`config.mk`:
```
export PLATFORM = sky130hd
export DESIGN_NAME = cargador_instrucciones_flat
export DESIGN_NICKNAME = d
export VERILOG_FILES = /design/src/rtl/cargador_instrucciones_if.sv /design/src/rtl/cargador_instrucciones.sv /design/src/flat_wrapper.sv
export SDC_FILE = /design/constraint.sdc
export NUM_CORES = 1
export LEC_CHECK = 0
export CORE_ASPECT_RATIO = 1.5
export CORE_MARGIN = 2
export CORE_UTILIZATION = 48
export DETAILED_ROUTE_END_ITERATION = 10
export HOLD_SLACK_MARGIN = 0.06
export PLACE_DENSITY = 0.85
export SYNTH_ARGS = -nofsm -noshare
export SYNTH_HDL_FRONTEND = slang
export SYNTH_SLANG_ARGS = --single-unit
```
`constraint.sdc`:
```
create_clock -name clkGeneral -period 2 [get_ports clkGeneral]
set_input_delay 0.4 -clock clkGeneral [delete_from_list [all_inputs] [get_ports clkGeneral]]
set_output_delay 0.4 -clock clkGeneral [all_outputs]
set_load 0.05 [all_outputs]
```
`src/rtl/cargador_instrucciones_if.sv`:
```
// Byte-stream input and instruction-memory write port of the program loader.
// The slave modport is the loader's view; the master modport is the source/memory side.
interface cargador_instrucciones_if;
    logic        byte_valid;
    logic [7:0]  byte_data;
    logic        byte_last;
    logic        byte_ready;
    logic        mem_we;
    logic [7:0]  mem_addr;
    logic [31:0] mem_wdata;

    modport slave (
        input  byte_valid, byte_data, byte_last,
        output byte_ready, mem_we, mem_addr, mem_wdata
    );

    modport master (
        output byte_valid, byte_data, byte_last,
        input  byte_ready, mem_we, mem_addr, mem_wdata
    );
endinterface

```
`src/rtl/cargador_instrucciones.sv`:
```
// Program loader: assembles big-endian 32-bit words from a byte stream and writes
// them to instruction memory at stride 4 while holding the datapath stalled.
module cargador_instrucciones #(
    parameter logic [7:0]  BASE_ADDR = 8'h00,
    parameter int unsigned MAX_WORDS = 64
) (
    input  logic                           clkGeneral,
    input  logic                           rst_n,
    input  logic                           start,
    cargador_instrucciones_if.slave        bus,
    output logic                           cpu_hold,
    output logic                           done,
    output logic                           error,
    output logic [6:0]                     word_count
);

    localparam int unsigned CNT_W  = 7;
    localparam int unsigned ADDR_W = 8;
    localparam int unsigned WORD_W = 32;

    localparam logic [2:0] S_IDLE  = 3'd0;
    localparam logic [2:0] S_RECV  = 3'd1;
    localparam logic [2:0] S_WRITE = 3'd2;
    localparam logic [2:0] S_DONE  = 3'd3;
    localparam logic [2:0] S_ERR   = 3'd4;

    logic [2:0]        state_q, state_d;
    logic [1:0]        idx_q, idx_d;
    logic [WORD_W-1:0] shift_q, shift_d;
    logic              last_q, last_d;
    logic [ADDR_W-1:0] addr_q, addr_d;
    logic [CNT_W-1:0]  cnt_q, cnt_d;
    logic              byte_ready_q, byte_ready_d;
    logic              mem_we_q, mem_we_d;
    logic              cpu_hold_q, cpu_hold_d;
    logic              done_q, done_d;
    logic              error_q, error_d;
    logic              handshake;

    assign handshake = bus.byte_valid & byte_ready_q;

    // Next-state, datapath update, and Moore outputs decoded from the next state
    always_comb begin
        state_d = state_q;
        idx_d   = idx_q;
        shift_d = shift_q;
        last_d  = last_q;
        addr_d  = addr_q;
        cnt_d   = cnt_q;

        case (state_q)
            S_IDLE, S_ERR: begin
                if (start) begin
                    idx_d   = 2'd0;
                    cnt_d   = '0;
                    last_d  = 1'b0;
                    addr_d  = BASE_ADDR;
                    state_d = S_RECV;
                end
            end
            S_RECV: begin
                if (handshake) begin
                    shift_d = {shift_q[23:0], bus.byte_data};
                    idx_d   = idx_q + 2'd1;
                    if (idx_q == 2'd3) begin
                        last_d  = bus.byte_last;
                        state_d = S_WRITE;
                    end else if (bus.byte_last) begin
                        // Program ended mid-word: drop the fragment
                        state_d = S_ERR;
                    end
                end
            end
            S_WRITE: begin
                addr_d = addr_q + ADDR_W'(4);
                cnt_d  = cnt_q + CNT_W'(1);
                if (last_q) begin
                    state_d = S_DONE;
                end else if (cnt_d == CNT_W'(MAX_WORDS)) begin
                    state_d = S_ERR;
                end else begin
                    state_d = S_RECV;
                end
            end
            S_DONE:  state_d = S_IDLE;
            default: state_d = S_IDLE;
        endcase

        byte_ready_d = (state_d == S_RECV);
        mem_we_d     = (state_d == S_WRITE);
        cpu_hold_d   = (state_d != S_IDLE);
        done_d       = (state_d == S_DONE);
        error_d      = (state_d == S_ERR);
    end

    always_ff @(posedge clkGeneral or negedge rst_n) begin
        if (!rst_n) begin
            state_q      <= S_IDLE;
            idx_q        <= 2'd0;
            shift_q      <= '0;
            last_q       <= 1'b0;
            addr_q       <= BASE_ADDR;
            cnt_q        <= '0;
            byte_ready_q <= 1'b0;
            mem_we_q     <= 1'b0;
            cpu_hold_q   <= 1'b0;
            done_q       <= 1'b0;
            error_q      <= 1'b0;
        end else begin
            state_q      <= state_d;
            idx_q        <= idx_d;
            shift_q      <= shift_d;
            last_q       <= last_d;
            addr_q       <= addr_d;
            cnt_q        <= cnt_d;
            byte_ready_q <= byte_ready_d;
            mem_we_q     <= mem_we_d;
            cpu_hold_q   <= cpu_hold_d;
            done_q       <= done_d;
            error_q      <= error_d;
        end
    end

    assign bus.byte_ready = byte_ready_q;
    assign bus.mem_we     = mem_we_q;
    assign bus.mem_addr   = addr_q;
    assign bus.mem_wdata  = shift_q;
    assign cpu_hold       = cpu_hold_q;
    assign done           = done_q;
    assign error          = error_q;
    assign word_count     = cnt_q;

endmodule

```
`src/flat_wrapper.sv`:
```
// flat-port wrapper written by rule: the top's interface ports become plain ports
module cargador_instrucciones_flat 
#(
    parameter logic [7:0]  BASE_ADDR = 8'h00,
    parameter int unsigned MAX_WORDS = 64
)
  (clkGeneral, rst_n, start, cpu_hold, done, error, word_count, bus_byte_valid, bus_byte_data, bus_byte_last, bus_byte_ready, bus_mem_we, bus_mem_addr, bus_mem_wdata);
  cargador_instrucciones_if bus_i ();
  input  logic clkGeneral;
  input  logic rst_n;
  input  logic start;
  output logic cpu_hold;
  output logic done;
  output logic error;
  output logic [6:0] word_count;
  input wire logic [$bits(bus_i.byte_valid)-1:0] bus_byte_valid;
  input wire logic [$bits(bus_i.byte_data)-1:0] bus_byte_data;
  input wire logic [$bits(bus_i.byte_last)-1:0] bus_byte_last;
  output wire logic [$bits(bus_i.byte_ready)-1:0] bus_byte_ready;
  output wire logic [$bits(bus_i.mem_we)-1:0] bus_mem_we;
  output wire logic [$bits(bus_i.mem_addr)-1:0] bus_mem_addr;
  output wire logic [$bits(bus_i.mem_wdata)-1:0] bus_mem_wdata;
  assign bus_i.byte_valid = bus_byte_valid;
  assign bus_i.byte_data = bus_byte_data;
  assign bus_i.byte_last = bus_byte_last;
  assign bus_byte_ready = bus_i.byte_ready;
  assign bus_mem_we = bus_i.mem_we;
  assign bus_mem_addr = bus_i.mem_addr;
  assign bus_mem_wdata = bus_i.mem_wdata;
  cargador_instrucciones #(.BASE_ADDR(BASE_ADDR), .MAX_WORDS(MAX_WORDS)) u_core (.clkGeneral(clkGeneral), .rst_n(rst_n), .start(start), .bus(bus_i), .cpu_hold(cpu_hold), .done(done), .error(error), .word_count(word_count));
endmodule
```
==> results of run 1 <==
[registers in the layout, summed over array words and instances (netlist names), 2 cells and up]
register and flops:
u_core.bus.mem_addr 6, u_core.bus.mem_wdata 32, u_core.word_count 7, u_core.idx_q 2, u_core.state_q 3
[cell families (layout without fill, tap and decap cells)]
| kind of cell | after synthesis | in the layout | share of synthesized area, % |
|---|---|---|---|
| adders and majority gates | 4 | 4 | 2.02 |
| muxes | 1 | 1 | 0.405 |
| xor gates and xnor gates | 2 | 2 | 0.709 |
| DFF | 56 | 56 | 56.7 |
| buffers and inverters | 19 | 83 | 4.76 |
| AOI/OAI and AO/OA | 36 | 36 | 9.46 |
| and+or+nand+nor | 140 | 140 | 25.8 |
| other | 1 | 2 | 0.152 |
[placed cells by master, fill, tap and decap left out, drive strengths merged, types with 3 or more instances in the layout]
master / instances
a21oi: 3
a31oi: 3
buf: 21
clkbuf: 5
clkdlybuf4s50: 48
dfrtp: 56
ha: 4
inv: 5
nand2: 108
nand3: 5
nand4: 5
nor2: 8
o211ai: 3
o21ai: 16
o31ai: 3
[stage by stage]
step	util, %	hold slack [ns]	setup slack (ns)	instance area (um2)	std cells
global placement	62.0	0.404	0.168	3130	384
finish	63.8	0.0607	0.0753	3220	392
detailed placement	62.0	0.413	0.113	3130	384
floorplan	-	0.104	0.234	2480	260
global route	63.8	0.0792	0.00105	3220	392
CTS	63.7	0.0648	0.00231	3220	392
[worst min path at each step]
stage               startpoint                       end  slack [ns]  cells after the start
detailed placement       rst_n  u_core.bus.mem_wdata[26]        0.41                      1
global placement         rst_n  u_core.bus.mem_wdata[18]        0.40                      1
CTS                      rst_n  u_core.bus.mem_wdata[26]        0.06                      1
global route             rst_n  u_core.bus.mem_wdata[27]        0.08                      1
floorplan                rst_n     u_core.bus.byte_ready        0.10                      0
finish                   rst_n  u_core.bus.mem_wdata[26]        0.06                      1
[final cells by class]
cell class                      count  area share [%]
Multi-Input combinational cell    185            29.7
Inverter                            4           0.467
Timing Repair Buffer               71            20.8
Clock buffer                        5            2.14
Clock inverter                      3           0.661
Tap cell                           68            2.64
Sequential cell                    56            43.5
[power by group through the flow]
stage | registers (mW) | logic (mW) | clock network [mW]
2_1_floorplan | 2.84 | 0.600 | 0
3_3_place_gp | 1.78 | 2.44 | 0
3_5_place_dp | 1.79 | 2.50 | 0
4_1_cts | 1.77 | 2.50 | 0.645
5_1_grt | 1.83 | 2.62 | 0.688
6_report | 1.77 | 2.48 | 0.622
[per-layer routing]
metal	part of all wire (%)	wire (um)	track usage, %	vias to the layer above
li1	-	-	-	979
met1	41	2120	22.8	962
met2	53	2710	34.0	50
met3	4.6	237	4.05	8
met4	1.4	72	7.22	0
met5	0	0	0	-
[timing repair]
action                     in CTS  in global routing
gates resized for setup         1                  1
hold buffers                    0                  0
setup endpoints to repair       1                  1
==> metrics.txt, run 1 <==
slowest CP cell clkdlybuf4s50_1; final antenna-violating net count 0; RSZ-0062 raised after global routing false; nets@finish 340; Post-synth top flop dfrtp_1; routability cong. 0.820; post-CTS setup buffers 0; layout cell share with drive strength beyond 1 11.1%; Sequential Area 1400 um2; WL per Instance 13.1 um; Sw Ratio 48.2%; clock root buffer clkbuf_8; Hold Path Class in2async; Critical Path Sink bus_mem_wdata[15]; Crit Path Max Fanout 3; worst skew pair latency 0.31 ns; Final Critical Period 1.92 ns; setup TNS 0 ns; Routed Wire Length 5140 um; max_cap viols 0; PwrDens 1510 nW/um2; Leakage 1.63 nW; die area 5750 um2; Reg clk slew, reported paths 0.10 ns; site row count 32; fmax 520 MHz; kind of critical path reg2out; wire length of the first global-routing pass 8760 um; delay-heaviest family, CP buffers and inverters; Worst EP required 1.60 ns; register share of total power 36.3%; Max VDD drop 0.524 mV; Slew Limit Fails 0; slowest stage delay, CP 0.82 ns; Post-synth EDFFs 0; Power Total 4.87 mW; synth cell count leaders nand2_1 (108), dfrtp_1 (56), o21ai_0 (14); R2R Path End u_core.state_q[0]; FF-to-FF Start u_core.word_count[1]; core area 5040 um2; Synth Register Bits 56; most frequent cell after synthesis nand2_1; Final setup viols 0; Netlist cell types 42; 1st-iter DRT viols 119; R2R cell count 5; Worst setup EP type output pin; Slew headroom 63.8%; total congestion overflow 0; top cells by area, synth dfrtp_1 (57%), nand2_1 (16%), o21ai_0 (2.8%); drt via density 5.10; Ports 65; area fraction of the dominant cell type after synthesis 56.7%; CTS tree yes; CP Launch Type register; Mapped Cells 259; DIE HEIGHT 91.9 um; Fillers 425; Crit path arrival time 1.52 ns; all-layer global routing usage 19.2%; clock buffer depth 2; Port Buffers 62; outcome finished, final reports clean; worst-path cell chain clkdlybuf4s50_1; NetSw 2.35 mW; Critical Path Start u_core.bus.mem_wdata[15]; Worst Path Buf+Inv 1; Die W 62.6 um; area of the multi-input gates 957 um2; initial antenna violation count 0; initial core utilization 49.0%; Synth area leader dfrtp_1; DR pass1 iterations 4; CTS sink cnt 56; worst-margin pin slew 0.543 ns; Max Clock Skew 0.00393 ns; sequential fraction of the synthesis area 56.7%; largest net degree at the start of global routing 25; via count 1999; cts bufs inserted 5; combinational power share 50.9%; Ant. Diodes 0; final hold vios 0; Post-Syn Area 2470 um2; clock network power share 12.8%; Pint 2.52 mW; vias in the first global route 1875; Synth Warn # 0; final worst path period share 96.2%; worst reg2reg setup slack 0.33 ns; area grow syn2layout 30.2%; Mean Syn Cell Area 9.55 um2; # DRC 0; HPWL after DPL 3780 um; Worst path depth 1; ys async rst share 100%; H-Tree Depth 2
No activity file was read; power rests on OpenSTA's default activity.
==> inputs of run 2 (changes only) <==
--- a/config.mk
+++ b/config.mk
@@ -6,11 +6,11 @@
 export NUM_CORES = 1
 export LEC_CHECK = 0
 export CORE_ASPECT_RATIO = 1.5
-export CORE_MARGIN = 2
-export CORE_UTILIZATION = 48
+export CORE_UTILIZATION = 45
 export DETAILED_ROUTE_END_ITERATION = 10
 export HOLD_SLACK_MARGIN = 0.06
-export PLACE_DENSITY = 0.85
+export MAX_ROUTING_LAYER = met4
+export PLACE_DENSITY = 0.81
 export SYNTH_ARGS = -nofsm -noshare
 export SYNTH_HDL_FRONTEND = slang
 export SYNTH_SLANG_ARGS = --single-unit
==> run 2 against run 1 <==
Global-route usage increased by 0.17 points. Worst setup slack worse by 0.0051 ns. Power fell by 0.26%. Design area up 0.35%.
==> metrics.txt, run 2 (synthesis results as in run 1) <==
nets@finish 341 (+0.29%); 1st-iter DRT viols 117 (-1.7%); Slew headroom 65.6% (+1.8 points); die area 5800 um2 (+0.83%); routability cong. 0.765 (-6.7%); Worst EP required 1.60 ns (about the same); area of the multi-input gates 957 um2 (unchanged); worst skew pair latency 0.31 ns (about the same); delay-heaviest family, CP buffers and inverters; CP Launch Type register; cts bufs inserted 5 (unchanged); Leakage 1.66 nW (+1.8%); all-layer global routing usage 19.4% (+0.17 points); Slew Limit Fails 0 (unchanged); CTS tree yes; Port Buffers 62 (unchanged); most common cell after layout, fill and taps aside nand2_1; Die W 62.5 um (-0.13%); Final setup viols 0 (unchanged); vias in the first global route 1852 (-1.2%); core area 5200 um2 (+3.2%); max reg flops 32 (unchanged); RSZ-0062 raised after global routing false; initial antenna violation count 0 (unchanged); Pint 2.51 mW (-0.37%); max_cap viols 0 (unchanged); Crit Path Max Fanout 3 (unchanged); slowest CP cell clkdlybuf4s50_1; Sw Ratio 48.3% (+0.057 points); Max Clock Skew 0.00877 ns (+0.00484 ns); Worst setup EP type output pin; CTS sink cnt 56 (unchanged); worst-path cell chain clkdlybuf4s50_1; Routed Wire Length 5120 um (-0.27%); layout cell share with drive strength beyond 1 11.4% (+0.27 points); outcome finished, final reports clean; slowest stage delay, CP 0.82 ns (about the same); final antenna-violating net count 0 (unchanged); Ant. Diodes 0 (unchanged); H-Tree Depth 2 (unchanged); HPWL after DPL 3790 um (+0.26%); drt via density 5.09 (-0.15%); Ports 65 (unchanged); wire length of the first global-routing pass 8620 um (-1.7%); clock root buffer clkbuf_8; WL per Instance 13.0 um (-0.53%); Crit path arrival time 1.53 ns (about the same); Reg clk slew, reported paths 0.10 ns (about the same); worst-margin pin slew 0.514 ns (-0.0286 ns); total congestion overflow 0 (unchanged); register share of total power 36.3% (about the same); Fillers 449 (+5.6%); Final Critical Period 1.93 ns (+0.00511 ns); area grow syn2layout 30.6%; dpl ws 0.201 ns (+0.0882 ns); Sequential Area 1400 um2 (unchanged); largest net degree at the start of global routing 33 (+32%); final worst setup slack 0.0702 ns (-0.00511 ns); initial core utilization 47.5% (-1.5 points); post-CTS setup buffers 0 (unchanged); DIE HEIGHT 92.8 um (+0.96%); DR pass1 iterations 4 (unchanged); Worst Path Buf+Inv 1 (unchanged); site row count 32 (unchanged); # DRC 0 (unchanged); Hold Path Class reg2reg; Max VDD drop 0.553 mV (+5.5%); PwrDens 1500 nW/um2 (-0.60%); final hold vios 0 (unchanged); final worst path period share 96.5% (+0.26 points); kind of critical path reg2out; via count 2001 (+0.10%); NetSw 2.34 mW (-0.14%); setup TNS 0 ns (unchanged); combinational power share 50.7% (-0.2 points); most frequent cells in the layout nand2_1 (108), dfrtp_1 (56), clkdlybuf4s50_1 (46); fmax 518 MHz (-0.26%); clock buffer depth 2 (unchanged); clock network power share 13.0% (+0.2 points)
## run 2: cell types whose count changed in the layout (fill, tap and decap cells not counted), sizes merged
cell	change
dlygate4sd3	+1
clkinvlp	-1
clkinv	+1
clkdlybuf4s50	-2
buf	+1
dlymetal6s2s	+1
## run 2: power groups by stage
stage / Clock [mW] / Combinational, mW / Sequential, mW
2_1_floorplan: 0 / 0.600 / 2.84
3_3_place_gp: 0 / 2.44 / 1.77
3_5_place_dp: 0 / 2.48 / 1.79
4_1_cts: 0.645 / 2.48 / 1.77
5_1_grt: 0.693 / 2.61 / 1.82
6_report: 0.630 / 2.46 / 1.76
## run 2: metrics by stage
| stage | std cells | hold WS [ns] | utilization [%] | total power [mW] | instance area [um2] |
|---|---|---|---|---|---|
| 2_1_floorplan | 260 | 0.104 | - | 3.44 | 2480 |
| 3_3_place_gp | 384 | 0.363 | 60.0 | 4.22 | 3120 |
| 3_5_place_dp | 384 | 0.365 | 60.0 | 4.27 | 3120 |
| 4_1_cts | 393 | 0.488 | 61.9 | 4.89 | 3220 |
| 5_1_grt | 393 | 0.513 | 62.0 | 5.12 | 3230 |
| 6_report | 393 | 0.484 | 62.0 | 4.85 | 3230 |
## run 2: repair_timing
action | in CTS | in global routing
resized for setup | 1 | 2
gates cloned | 0 | 0
hold buffers | 1 | 0
endpoints found under the hold margin | 17 | 0
setup endpoints to repair | 1 | 2
## run 2: worst paths after layout
check	to	slack [ns]	cells after the start	startpoint
worst max register to register	u_core.error	0.37	4	u_core.word_count[1]
max in group asynchronous	u_core.bus.mem_addr[5]	0.90	3	rst_n
worst min-delay path	u_core.bus.mem_wdata[29]	0.48	2	u_core.bus.mem_wdata[29]
worst min register to register	u_core.bus.mem_wdata[29]	0.48	2	u_core.bus.mem_wdata[29]
worst max-delay path	bus_mem_wdata[14]	0.07	1	u_core.bus.mem_wdata[14]
min in group asynchronous	u_core.bus.mem_wdata[5]	0.55	2	rst_n
## run 2: layout make-up
cell class                 count  share of cell area (%)
clock buffer                   5                    2.13
sequential                    56                    43.4
inverter                       4                   0.465
multi-input combinational    185                    29.6
clock inverter                 3                   0.697
tap                           68                    2.63
timing repair buffer          72                    21.0
## run 2: metal layers
layer | GRT usage [%] | routed length [um] | vias to the layer above
met5 | - | 0 | -
met4 | 8.14 | 77 | 0
met3 | 2.34 | 154 | 8
met2 | 33.4 | 2690 | 51
met1 | 22.7 | 2200 | 957
li1 | - | - | 985
==> inputs of run 3 (changes only) <==
--- a/config.mk
+++ b/config.mk
@@ -7,6 +7,7 @@
 export LEC_CHECK = 0
 export CORE_ASPECT_RATIO = 1.5
 export CORE_UTILIZATION = 45
+export CTS_CLUSTER_DIAMETER = 80
 export DETAILED_ROUTE_END_ITERATION = 10
 export HOLD_SLACK_MARGIN = 0.06
 export MAX_ROUTING_LAYER = met4
@@ -14,3 +15,4 @@
 export SYNTH_ARGS = -nofsm -noshare
 export SYNTH_HDL_FRONTEND = slang
 export SYNTH_SLANG_ARGS = --single-unit
+export TNS_END_PERCENT = 1
==> results of run 3 <==
Same layout as run 2: the final DEF is identical, and so are final timing and power.
